===== src/rtl/sprite_renderer.sv =====
// -----------------------------------------------------------------------------
// sprite_renderer
//
// Pixel-pipeline stage placed directly in front of the sprite image ROM. For
// every incoming VGA pixel it decides whether the pixel falls inside the
// sprite rectangle. On a hit it issues a ROM read. One cycle later it takes
// the ROM word and composites it over the background using a transparent
// colour key. It also counts the opaque sprite pixels drawn in each frame.
//
// Pipeline (one pixel per cycle, 3-cycle latency):
//   edge 1 : hit test, ROM enable/address, delay video_on/bg
//   edge 2 : ROM registers its data; hit/video_on/bg delayed again
//   edge 3 : pixel_out / pixel_valid, opaque counter update
//
// Ports:
//   clk, rst_n          clock, synchronous active-low reset
//   frame_start         1-cycle pulse in vertical blanking; latches position
//   pos_x_in, pos_y_in  sprite top-left corner to use for the next frame
//   video_on            current pixel is visible
//   pixel_x, pixel_y    current pixel coordinate
//   bg_pixel            background colour for the current pixel
//   rom_en, rom_addr    sprite ROM read request
//   rom_data            sprite ROM read data (one cycle after the request)
//   pixel_out           composited pixel
//   pixel_valid         video_on aligned with pixel_out
//   opaque_count        opaque sprite pixels drawn in the previous frame
//   count_valid         1-cycle pulse when opaque_count is updated
// -----------------------------------------------------------------------------
module sprite_renderer #(
  parameter int                SPR_W     = 128,
  parameter int                SPR_H     = 128,
  parameter int                ADDR_BITS = 14,
  parameter int                DATA_W    = 8,
  parameter int                COORD_W   = 10,
  parameter logic [DATA_W-1:0] TRANSP    = 8'hE3,
  parameter int                CNT_W     = 15
) (
  input  logic                 clk,
  input  logic                 rst_n,
  input  logic                 frame_start,
  input  logic [COORD_W-1:0]   pos_x_in,
  input  logic [COORD_W-1:0]   pos_y_in,
  input  logic                 video_on,
  input  logic [COORD_W-1:0]   pixel_x,
  input  logic [COORD_W-1:0]   pixel_y,
  input  logic [DATA_W-1:0]    bg_pixel,
  output logic                 rom_en,
  output logic [ADDR_BITS-1:0] rom_addr,
  input  logic [DATA_W-1:0]    rom_data,
  output logic [DATA_W-1:0]    pixel_out,
  output logic                 pixel_valid,
  output logic [CNT_W-1:0]     opaque_count,
  output logic                 count_valid
);

  // Column bits of the row-major address; the remaining bits hold the row.
  localparam int X_BITS = $clog2(SPR_W);
  localparam int Y_BITS = ADDR_BITS - X_BITS;

  localparam logic [COORD_W:0] SPR_W_EXT = (COORD_W + 1)'(SPR_W);
  localparam logic [COORD_W:0] SPR_H_EXT = (COORD_W + 1)'(SPR_H);

  // Sprite position for the frame currently being scanned.
  logic [COORD_W-1:0] pos_x;
  logic [COORD_W-1:0] pos_y;

  // Stage-1 and stage-2 side-band registers.
  logic               hit_s1;
  logic               von_s1;
  logic [DATA_W-1:0]  bg_s1;
  logic               hit_s2;
  logic               von_s2;
  logic [DATA_W-1:0]  bg_s2;

  logic [CNT_W-1:0]   run_count;

  // ---------------------------------------------------------------------------
  // Stage-1 combinational hit test and address
  // ---------------------------------------------------------------------------
  // The right/bottom edges are formed one bit wider than a coordinate. A sprite
  // hanging past the end of the coordinate range therefore clips instead of
  // wrapping back to column/row 0.
  logic [COORD_W:0]   x_end;
  logic [COORD_W:0]   y_end;
  logic [COORD_W-1:0] dx;
  logic [COORD_W-1:0] dy;
  logic               hit;
  logic [ADDR_BITS-1:0] addr_c;

  always_comb begin
    x_end  = {1'b0, pos_x} + SPR_W_EXT;
    y_end  = {1'b0, pos_y} + SPR_H_EXT;
    dx     = pixel_x - pos_x;
    dy     = pixel_y - pos_y;
    hit    = video_on
             && (pixel_x >= pos_x) && ({1'b0, pixel_x} < x_end)
             && (pixel_y >= pos_y) && ({1'b0, pixel_y} < y_end);
    // SPR_W is a power of two, so dy*SPR_W + dx is a concatenation. The result
    // is only used on a hit, where dx < SPR_W.
    addr_c = {dy[Y_BITS-1:0], dx[X_BITS-1:0]};
  end

  // ---------------------------------------------------------------------------
  // Stage-3 combinational compositing decision
  // ---------------------------------------------------------------------------
  // rom_data is stale whenever hit_s2 is low, so it must be qualified by hit_s2.
  logic              opaque;
  logic [CNT_W-1:0]  run_next;

  always_comb begin
    opaque   = von_s2 && hit_s2 && (rom_data != TRANSP);
    run_next = (opaque && (run_count != {CNT_W{1'b1}})) ? run_count + 1'b1
                                                         : run_count;
  end

  // ---------------------------------------------------------------------------
  // Registers
  // ---------------------------------------------------------------------------
  // NOTE: every register here is a flop updated with non-blocking assignments.
  // All of them read the pre-edge values of their neighbours. This is what
  // keeps the three stages one cycle apart.
  always_ff @(posedge clk) begin
    if (!rst_n) begin
      // NOTE: a synchronous reset clears every register, including position
      // and the running count. Any pixels in flight are dropped.
      pos_x        <= '0;
      pos_y        <= '0;
      rom_en       <= 1'b0;
      rom_addr     <= '0;
      hit_s1       <= 1'b0;
      von_s1       <= 1'b0;
      bg_s1        <= '0;
      hit_s2       <= 1'b0;
      von_s2       <= 1'b0;
      bg_s2        <= '0;
      pixel_out    <= '0;
      pixel_valid  <= 1'b0;
      run_count    <= '0;
      opaque_count <= '0;
      count_valid  <= 1'b0;
    end else begin
      // Position latch. The pixel sampled in this same cycle has already
      // used the old position above, so nothing changes mid-frame.
      if (frame_start) begin
        pos_x <= pos_x_in;
        pos_y <= pos_y_in;
      end

      // Stage 1
      rom_en <= hit;
      if (hit) begin
        rom_addr <= addr_c;
      end
      hit_s1 <= hit;
      von_s1 <= video_on;
      bg_s1  <= bg_pixel;

      // Stage 2 (the ROM registers its data on this same edge)
      hit_s2 <= hit_s1;
      von_s2 <= von_s1;
      bg_s2  <= bg_s1;

      // Stage 3
      if (!von_s2) begin
        pixel_out <= '0;
      end else if (opaque) begin
        pixel_out <= rom_data;
      end else begin
        pixel_out <= bg_s2;
      end
      pixel_valid <= von_s2;

      // Opaque counter. The frame boundary includes the increment that
      // lands in the same cycle, then the count restarts from zero.
      count_valid <= frame_start;
      if (frame_start) begin
        opaque_count <= run_next;
        run_count    <= '0;
      end else begin
        run_count    <= run_next;
      end
    end
  end

endmodule


===== config.mk =====
export PLATFORM = sky130hd
export DESIGN_NAME = sprite_renderer
export DESIGN_NICKNAME = d
export VERILOG_FILES = /design/src/rtl/sprite_renderer.sv
export SDC_FILE = /design/constraint.sdc
export NUM_CORES = 1
export LEC_CHECK = 0
export CAP_MARGIN = 20
export CORE_UTILIZATION = 45
export DETAILED_ROUTE_END_ITERATION = 10
export PLACE_DENSITY_LB_ADDON = 0.25
export SYNTH_ARGS = -nofsm -noshare
export SYNTH_HDL_FRONTEND = slang
export SYNTH_SLANG_ARGS = --single-unit

===== constraint.sdc =====
create_clock -name clk -period 8 [get_ports clk]
set_input_delay 2.4 -clock clk [delete_from_list [all_inputs] [get_ports clk]]
set_output_delay 2.4 -clock clk [all_outputs]
set_load 0.05 [all_outputs]

==> results.txt, run 1 <==
WP buf/inv - 2
# diodes - 0
CP Max Fanout - 14
Hold Vio Cnt, Final - 0
Yosys cell types - 56
Max-Cap Viols - 0
Combinational power share - 0.182
Peak VDD IR - 0.1060 mV
Setup ws final - 3.175 ns
Total CTS buffers - 9
Syn Inst Count - 463
Die width - 100.3 µm
Yosys Warn Count - 0
Clock Latency Late Sink - 0.35 ns
Die H - 100.3 µm
Total gr overflow - 0
Clock-pin slew of the registers on the worst-case setup and hold paths - 0.10 ns
Die area - 0.01006 mm²
Num rows - 35
Final ANT Viol Nets - 0
FILL cells - 808
Drt pass-1 iters - 4
First-pass GRT wire length - 15.35 mm
Root buffer cell - clkbuf_8
IO Count - 100
Mean Syn Cell Area - 9.391 µm²
Period utilization - 0.6031
Status - finished, final reports clean
Power density cells - 173.6 mW/mm²
Hold_buf cts - 0
Seq/Total Area, Yosys - 0.4328
Vias - 3507
Initial Utilization - 0.4683
Worst slew pin tran - 0.9763 ns
Post-Synthesis Cell Area - 0.004348 mm²
Core footprint - 0.009284 mm²
Delay-heaviest family, CP - compound AO/OA/AOI/OAI gates
Antenna violations before repair - 0
#FFs+latches synth - 94
Synth cell count leaders - 94 x dfxtp_1, 54 x nor2_1, 35 x a21oi_1
Drt wl/cell - 13.22 µm
1st-iter DRT viols - 80
Clock share of power - 0.313
Post-CTS sizing - 0
Gpl congestion - 0.8187
FF/Latch Area - 0.001882 mm²
Async S/R FF share, synth - 0
Layout cells sized above 1 - 0.06228
Most common cell in the netlist - dfxtp_1
Hold Crit Class - register to register
CTS tree - done
Psw - 0.2870 mW
CP Capture Type - register
CTS Buffer Depth - 2
Final HPWL DP - 6.774 mm
DR DRC count - 0
Internal power - 0.6866 mW
Syn Nets - 554
Most used DFF post-synth - dfxtp_1
Data arrival, critical path - 5.08 ns
Post-route cell area - 0.005610 mm²
Largest net degree at the start of global routing - 44
Crit path cell chain - clkdlybuf4s50_1, inv_1, ha_1, fa_1, a21bo_1, a21boi_1, o211ai_1, a221o_1, nand2_1, o41ai_2
H-tree depth - 3
Clock Sinks - 94
Startpoint types - input pin
Final WL - 9.137 mm
Top cells by area, synth - dfxtp_1 43%, ha_1 8.3%, mux2i_1 6.0%
I/O Buffers - 99
GRT Util Overall - 0.1902
Post-layout nets - 648
Fin. max-slew vios - 0
Setup tns final - 0 ns
CP peak stage delay - 0.55 ns
Req. time, crit path - 8.26 ns
Dpl cell area - 0.005421 mm²
Pleak - 2.233 nW
Vias per inst - 5.075
Final Setup Violations - 0
EDFF count, synth - 0
Top cell type's share of synthesized area - 0.4328
Final clock skew - 0.01251 ns
Dpl ws - 2.842 ns
Slew headroom - 0.3491
Area Overhead vs Synth - 29.04%
RSZ-0062 raised after global routing - no
Setup bufs post-CTS - 0
Yosys top cell by area - dfxtp_1
Number of global-route vias before repair - 3381
Worst path slowest cell - a221o_1
Fmax - 207.2 MHz
Min cycle time layout - 4.825 ns
Area of the multi-input gates - 0.002265 mm²
Critical path class - input pin to register
Switch share - 0.2948
Flop pwr share - 0.505
flip-flops by register name (all words and copies together), names as in the netlist:
register / flops
pixel_valid: 1
rom_addr: 14
count_valid: 1
bg_s2: 8
hit_s2: 1
pixel_out: 8
bg_s1: 8
pos_x: 10
pos_y: 10
von_s1: 1
opaque_count: 15
run_count: 15
von_s2: 1
hit_s1: 1
cells by family (layout without fill, tap and decap cells):
logic type | count (synthesis) | count (layout) | share of synthesized area
adder cells (fa/ha/maj) | 31 | 31 | 0.09266
AO/OA/AOI/OAI | 102 | 102 | 0.1614
AND/OR/NAND/NOR | 143 | 143 | 0.1686
buffers and inverters | 48 | 147 | 0.04633
flip-flops | 94 | 94 | 0.4328
multiplexers | 26 | 26 | 0.05986
XOR/XNOR | 19 | 19 | 0.03827
final cells by class:
cell class	instances	area share
Clock buffer	9	0.02208
Clock inverter	7	0.01160
Inverter	30	0.02007
Multi-Input combinational cell	321	0.4037
Sequential cell	94	0.3354
Tap cell	129	0.02877
Timing Repair Buffer	101	0.1784
metrics by stage:
| stage | total power, mW | util | cells | hold WS, ns |
|---|---|---|---|---|
| after global routing | 1.028 | 0.6043 | 691 | 0.4590 |
| after floorplan | 0.6166 | - | 463 | 0.4119 |
| after CTS | 0.9862 | 0.6043 | 691 | 0.4411 |
| after global placement | 0.6774 | 0.5840 | 675 | 0.4149 |
| final | 0.9737 | 0.6043 | 691 | 0.4383 |
| after detailed placement | 0.6802 | 0.5840 | 675 | 0.4193 |
worst register-to-register path: cells and delay by family (launching register included):
| kind | cells | cell delay, ns |
|---|---|---|
| AND/OR/NAND/NOR | 1 | 0.16 |
| flip-flops | 1 | 0.33 |
| adder cells (fa/ha/maj) | 2 | 0.59 |
| AO/OA/AOI/OAI | 5 | 1.43 |
layout by cell type (no fill, tap or decap), types with 6 or more instances in the layout:
master	count
inv_1	29
o21ai_0	21
mux2i_1	26
xor2_1	12
nand3_1	14
and2_1	20
clkbuf_8	9
clkdlybuf4s50_1	98
nand2b_1	6
o21ai_1	8
dfxtp_1	94
xnor2_1	7
a21oi_1	35
ha_1	29
nor2_1	54
nand2_1	24
power by group through the flow:
stage | clock network [mW] | logic (mW) | registers, mW
CTS | 0.316 | 0.178 | 0.492
global route | 0.338 | 0.196 | 0.494
global placement | 0 | 0.175 | 0.502
finish | 0.305 | 0.177 | 0.492
detailed placement | 0 | 0.177 | 0.503
floorplan | 0 | 0.0957 | 0.521
layer usage:
layer / vias to the layer above / part of all wire / global-route usage / routed length (µm)
met5: - / 0 / 0 / 0
met4: 0 / 0.013 / 0.05463 / 123
met3: 10 / 0.039 / 0.03412 / 354
met2: 90 / 0.49 / 0.3414 / 4487
met1: 1613 / 0.46 / 0.2320 / 4171
li1: 1794 / - / - / -
path summary, 6_finish.rpt:
check / depth (start not counted) / from / endpoint / slack, ns
max: 10 / pixel_y[0] / rom_addr[10] / 3.17
min: 2 / bg_s2[2] / pixel_out[2] / 0.44
max reg2reg: 8 / pos_y[0] / rom_addr[10] / 5.40
min reg2reg: 2 / bg_s2[2] / pixel_out[2] / 0.44
Note: power is estimated with default switching activity, not from simulation.
==> run 2: changes to the inputs <==
clock period = 4.23 ns   (was 8 ns; I/O delays follow)
==> run 2 against run 1 <==
Effect of this change: sequential cell count stayed put; via count is 1.9% higher; first-iteration DRC count is 16% lower; non-clock buffer count is 2 higher; highest routed layer unchanged; clock skew is 0.0039 ns higher; largest power group unchanged; largest cell class unchanged; combinational power is 93% higher.
==> results.txt, run 2 (synthesized netlist as in run 1, its figures left out) <==
Fin cells - 693
Final ANT Viol Nets - 0
Initial Utilization - 0.4683
I/O Buffers - 99
CTS tree - done
Delay-heaviest family, CP - compound AO/OA/AOI/OAI gates
Vias per inst - 5.154
CP peak stage delay - 0.46 ns
Peak VDD IR - 0.1623 mV
Min cycle time layout - 3.558 ns
Hold Vio Cnt, Final - 0
DR DRC count - 0
Placed Cells - 677
Die H - 100.3 µm
Drt wl/cell - 13.41 µm
Core footprint - 0.009284 mm²
Final HPWL DP - 6.953 mm
Critical path class - input pin to register
Worst path slowest cell - clkdlybuf4s50_1
Req. time, crit path - 4.49 ns
H-tree depth - 3
Number of global-route vias before repair - 3452
Setup bufs post-CTS - 0
Startpoint types - input pin
Reg2reg start - pos_x[0]
Antenna violations before repair - 0
Final clock skew - 0.01641 ns
# diodes - 0
CP Max Fanout - 11
Gpl congestion - 0.8470
CP startpoint - pixel_y[0]
Fmax - 281.1 MHz
First-pass GRT wire length - 15.59 mm
RSZ-0062 raised after global routing - no
IO Count - 100
Clock-pin slew of the registers on the worst-case setup and hold paths - 0.10 ns
Period utilization - 0.8411
Hold_buf cts - 0
Worst slew pin tran - 0.6185 ns
Final WL - 9.294 mm
Hold Crit Class - register to register
1st-iter DRT viols - 67
Root buffer cell - clkbuf_8
Largest regs - opaque_count: 15 flops, run_count: 15 flops, rom_addr: 14 flops
Max-Cap Viols - 0
Total gr overflow - 0
Die area - 0.01006 mm²
Clock Sinks - 94
Post-layout nets - 650
Power density cells - 328.1 mW/mm²
CTS Buffer Depth - 2
HP Start - bg_s1[2]
Commonest cells after routing, fill and taps aside - 98 x clkdlybuf4s50_1, 94 x dfxtp_1, 54 x nor2_1
Num rows - 35
Crit path cell chain - clkdlybuf4s50_1, inv_1, ha_1, fa_1, a21bo_1, a21boi_1, o211ai_1, a221o_1, buf_4, a21oi_1, a211oi_1
Post-CTS sizing - 0
WP buf/inv - 3
Data arrival, critical path - 3.82 ns
CP Capture Type - register
Vias - 3572
Layout cells sized above 1 - 0.06560
Clock Latency Late Sink - 0.36 ns
Fin. max-slew vios - 0
Die width - 100.3 µm
Status - finished, final reports clean
Area Overhead vs Synth - 29.29%
GRT Util Overall - 0.1933
Final Setup Violations - 0
FILL cells - 854
Total CTS buffers - 9
Most common cell after layout, fill and taps aside - clkdlybuf4s50_1
Drt pass-1 iters - 4
Largest net degree at the start of global routing - 38
Pleak - 2.237 nW
Slew headroom - 0.5876
Setup tns final - 0 ns
run 2: cell types whose count changed in the layout (fill, tap and decap cells not counted):
cell	before	now
clkinvlp_4	0	1
inv_8	3	2
clkinv_4	2	0
buf_4	2	4
inv_6	1	3
run 2: stage by stage:
step | total power, mW | setup slack [ns] | hold slack, ns | util | area [µm²]
final | 1.844 | 0.6720 | 0.4406 | 0.6055 | 5622
after detailed placement | 1.291 | 0.3974 | 0.4179 | 0.5856 | 5436
after CTS | 1.863 | 0.7015 | 0.4452 | 0.6055 | 5622
after global placement | 1.284 | 0.4721 | 0.4148 | 0.5856 | 5436
after global routing | 1.937 | 0.5122 | 0.4519 | 0.6055 | 5622
after floorplan | 1.166 | 1.051 | 0.4119 | - | 4348
run 2: routing by layer:
metal	wire length [µm]	track usage	up-vias	part of all wire
li1	-	-	1796	-
met1	4100	0.2358	1669	0.44
met2	4620	0.3419	95	0.50
met3	447	0.04248	12	0.048
met4	126	0.05351	0	0.014
met5	0	0	-	0
run 2: path summary, 6_finish.rpt:
kind / to / slack [ns] / cells after the start
worst max-delay path: rom_addr[2] / 0.67 / 11
worst max register to register: rom_addr[2] / 1.73 / 9
worst min-delay path: bg_s2[2] / 0.44 / 1
worst min register to register: bg_s2[2] / 0.44 / 1
run 2: final cells by class:
class / count / area (µm²) / area share
Clock buffer: 9 / 123.9 / 0.02203
Inverter: 30 / 112.6 / 0.02003
Sequential cell: 94 / 1882 / 0.3347
Tap cell: 129 / 161.4 / 0.02871
Multi-Input combinational cell: 321 / 2265 / 0.4028
Clock inverter: 7 / 61.31 / 0.01091
Timing Repair Buffer: 103 / 1016 / 0.1807
run 2: worst register-to-register path: stages (launching register included):
cell	delay, ns
dfxtp_1	0.35
ha_1	0.17
inv_1	0.06
fa_1	0.41
a21oi_1	0.13
and4bb_1	0.20
a2111oi_2	0.30
nand4bb_1	0.43
nor2_4	0.11
a211oi_1	0.25
run 2: power by group:
| group | leakage (nW) | internal, mW | switching (mW) |
|---|---|---|---|
| sequential | 0.768 | 0.915 | 0.0153 |
| combinational | 1.38 | 0.157 | 0.186 |
| clock | 0.0945 | 0.227 | 0.344 |
| total | 2.24 | 1.30 | 0.545 |
==> run 3: changes to the inputs <==
clock period = 3 ns   (was 4.23 ns; I/O delays follow)
==> run 3 against run 2 <==
Effect of this change: register-to-register slack lost 1.1 ns; clock power grew 41%; critical path type unchanged; via count grew 1.8%; clock skew shrank 0.0094 ns; critical endpoint is now rom_addr[7].
==> results.txt, run 3 (synthesized netlist as in run 1, its figures left out) <==
Worst slew pin tran - 0.5538 ns
Slew headroom - 0.6308
Core footprint - 0.009284 mm²
CP Max Fanout - 9
Antenna violations before repair - 0
Die area - 0.01006 mm²
Data arrival, critical path - 3.16 ns
Fin. max-slew vios - 0
Initial Utilization - 0.4683
Clock Sinks - 94
I/O Buffers - 99
Drt wl/cell - 13.44 µm
Die H - 100.3 µm
Final HPWL DP - 7.238 mm
Req. time, crit path - 3.28 ns
IO Count - 100
Final Setup Violations - 0
Final clock skew - 0.006995 ns
H-tree depth - 3
Vias - 3635
Clock-pin slew of the registers on the worst-case setup and hold paths - 0.10 ns
Critical path class - input pin to register
Layout cells sized above 1 - 0.1147
CP Capture Type - register
Hold Crit Class - register to register
Peak VDD IR - 0.2150 mV
Power density cells - 452.1 mW/mm²
Fin cells - 722
Area Overhead vs Synth - 35.14%
Total CTS buffers - 9
Clock Latency Late Sink - 0.36 ns
Commonest cells after routing, fill and taps aside - 98 x clkdlybuf4s50_1, 94 x dfxtp_1, 54 x nor2_1
Die width - 100.3 µm
Drt pass-1 iters - 4
First-pass GRT wire length - 15.98 mm
Pleak - 2.377 nW
Gpl congestion - 0.8428
Final ANT Viol Nets - 0
GRT Util Overall - 0.1997
CTS Buffer Depth - 2
CTS tree - done
Final core occ - 0.6329
Startpoint types - input pin
Largest net degree at the start of global routing - 43
DR DRC count - 0
Hold slack - 0.4405 ns
Status - finished, final reports clean
Placed Cells - 705
1st-iter DRT viols - 124
Largest regs - opaque_count: 15 flops, run_count: 15 flops, rom_addr: 14 flops
Vias per inst - 5.035
Min cycle time layout - 2.877 ns
Post-layout nets - 679
# diodes - 0
Most common cell after layout, fill and taps aside - clkdlybuf4s50_1
Max-Cap Viols - 0
Root buffer cell - clkbuf_8
Final WL - 9.704 mm
RSZ-0062 raised after global routing - yes
Total gr overflow - 0
Fmax - 347.6 MHz
FILL cells - 839
Hold Vio Cnt, Final - 0
Number of global-route vias before repair - 3499
Period utilization - 0.9590
Num rows - 35
## run 3: worst max-delay path, cell delays in order
cell and delay (ns):
clkdlybuf4s50_1 0.46, inv_1 0.05, ha_1 0.22, fa_2 0.34
a21bo_1 0.19, a21boi_1 0.06, o211ai_1 0.24, a221o_1 0.28
buf_6 0.16, a21oi_1 0.08, a211oi_2 0.16
## run 3: metrics by stage
stage	worst slack (ns)	power, mW	cell area [µm²]	setup TNS [ns]
after floorplan	0.1897	1.644	4348	0
after global placement	-0.2540	1.853	5647	-2.925
after detailed placement	-0.3442	1.866	5647	-3.773
after CTS	0.01164	2.670	5839	0
after global routing	-0.001618	2.786	5876	-0.001618
final	0.1230	2.656	5876	0
## run 3: timing repair
action | 4_1_cts | 5_1_grt
setup buffers | 0 | 1
gates resized for setup | 0 | 6
hold buffers | 0 | 0
endpoints found under the setup margin | 0 | 13
## run 3: metal layers
| layer | vias up | GRT usage | routed length [µm] |
|---|---|---|---|
| li1 | 1854 | - | - |
| met1 | 1671 | 0.2411 | 4264 |
| met2 | 94 | 0.3498 | 4875 |
| met3 | 16 | 0.03621 | 389 |
| met4 | 0 | 0.08138 | 174 |
| met5 | - | 0 | 0 |
## run 3: area by class of cell
cell class	count	area, µm²	share of cell area
clock buffers	9	123.9	0.02108
clock inverters	7	68.82	0.01171
inverters	30	112.6	0.01917
multi-input cells	321	2282	0.3884
flip-flops and latches	94	1882	0.3203
well taps	129	161.4	0.02747
repair buffers	132	1245	0.2119
## run 3: worst paths after layout
check / start / endpoint / slack (ns) / cells past startpoint
worst max register to register: pos_y[7] / rom_addr[10] / 0.66 / 9
worst max-delay path: pixel_y[0] / rom_addr[7] / 0.12 / 11
worst min register to register: bg_s1[6] / bg_s2[6] / 0.44 / 1
worst min-delay path: bg_s1[6] / bg_s2[6] / 0.44 / 1
## run 3: where the power goes
| group | total, mW | internal (mW) | switching, mW | leakage (nW) |
|---|---|---|---|---|
| clock network | 0.807 | 0.320 | 0.487 | 0.0907 |
| registers | 1.31 | 1.29 | 0.0235 | 0.768 |
| logic | 0.536 | 0.263 | 0.273 | 1.52 |
| total | 2.66 | 1.87 | 0.783 | 2.38 |
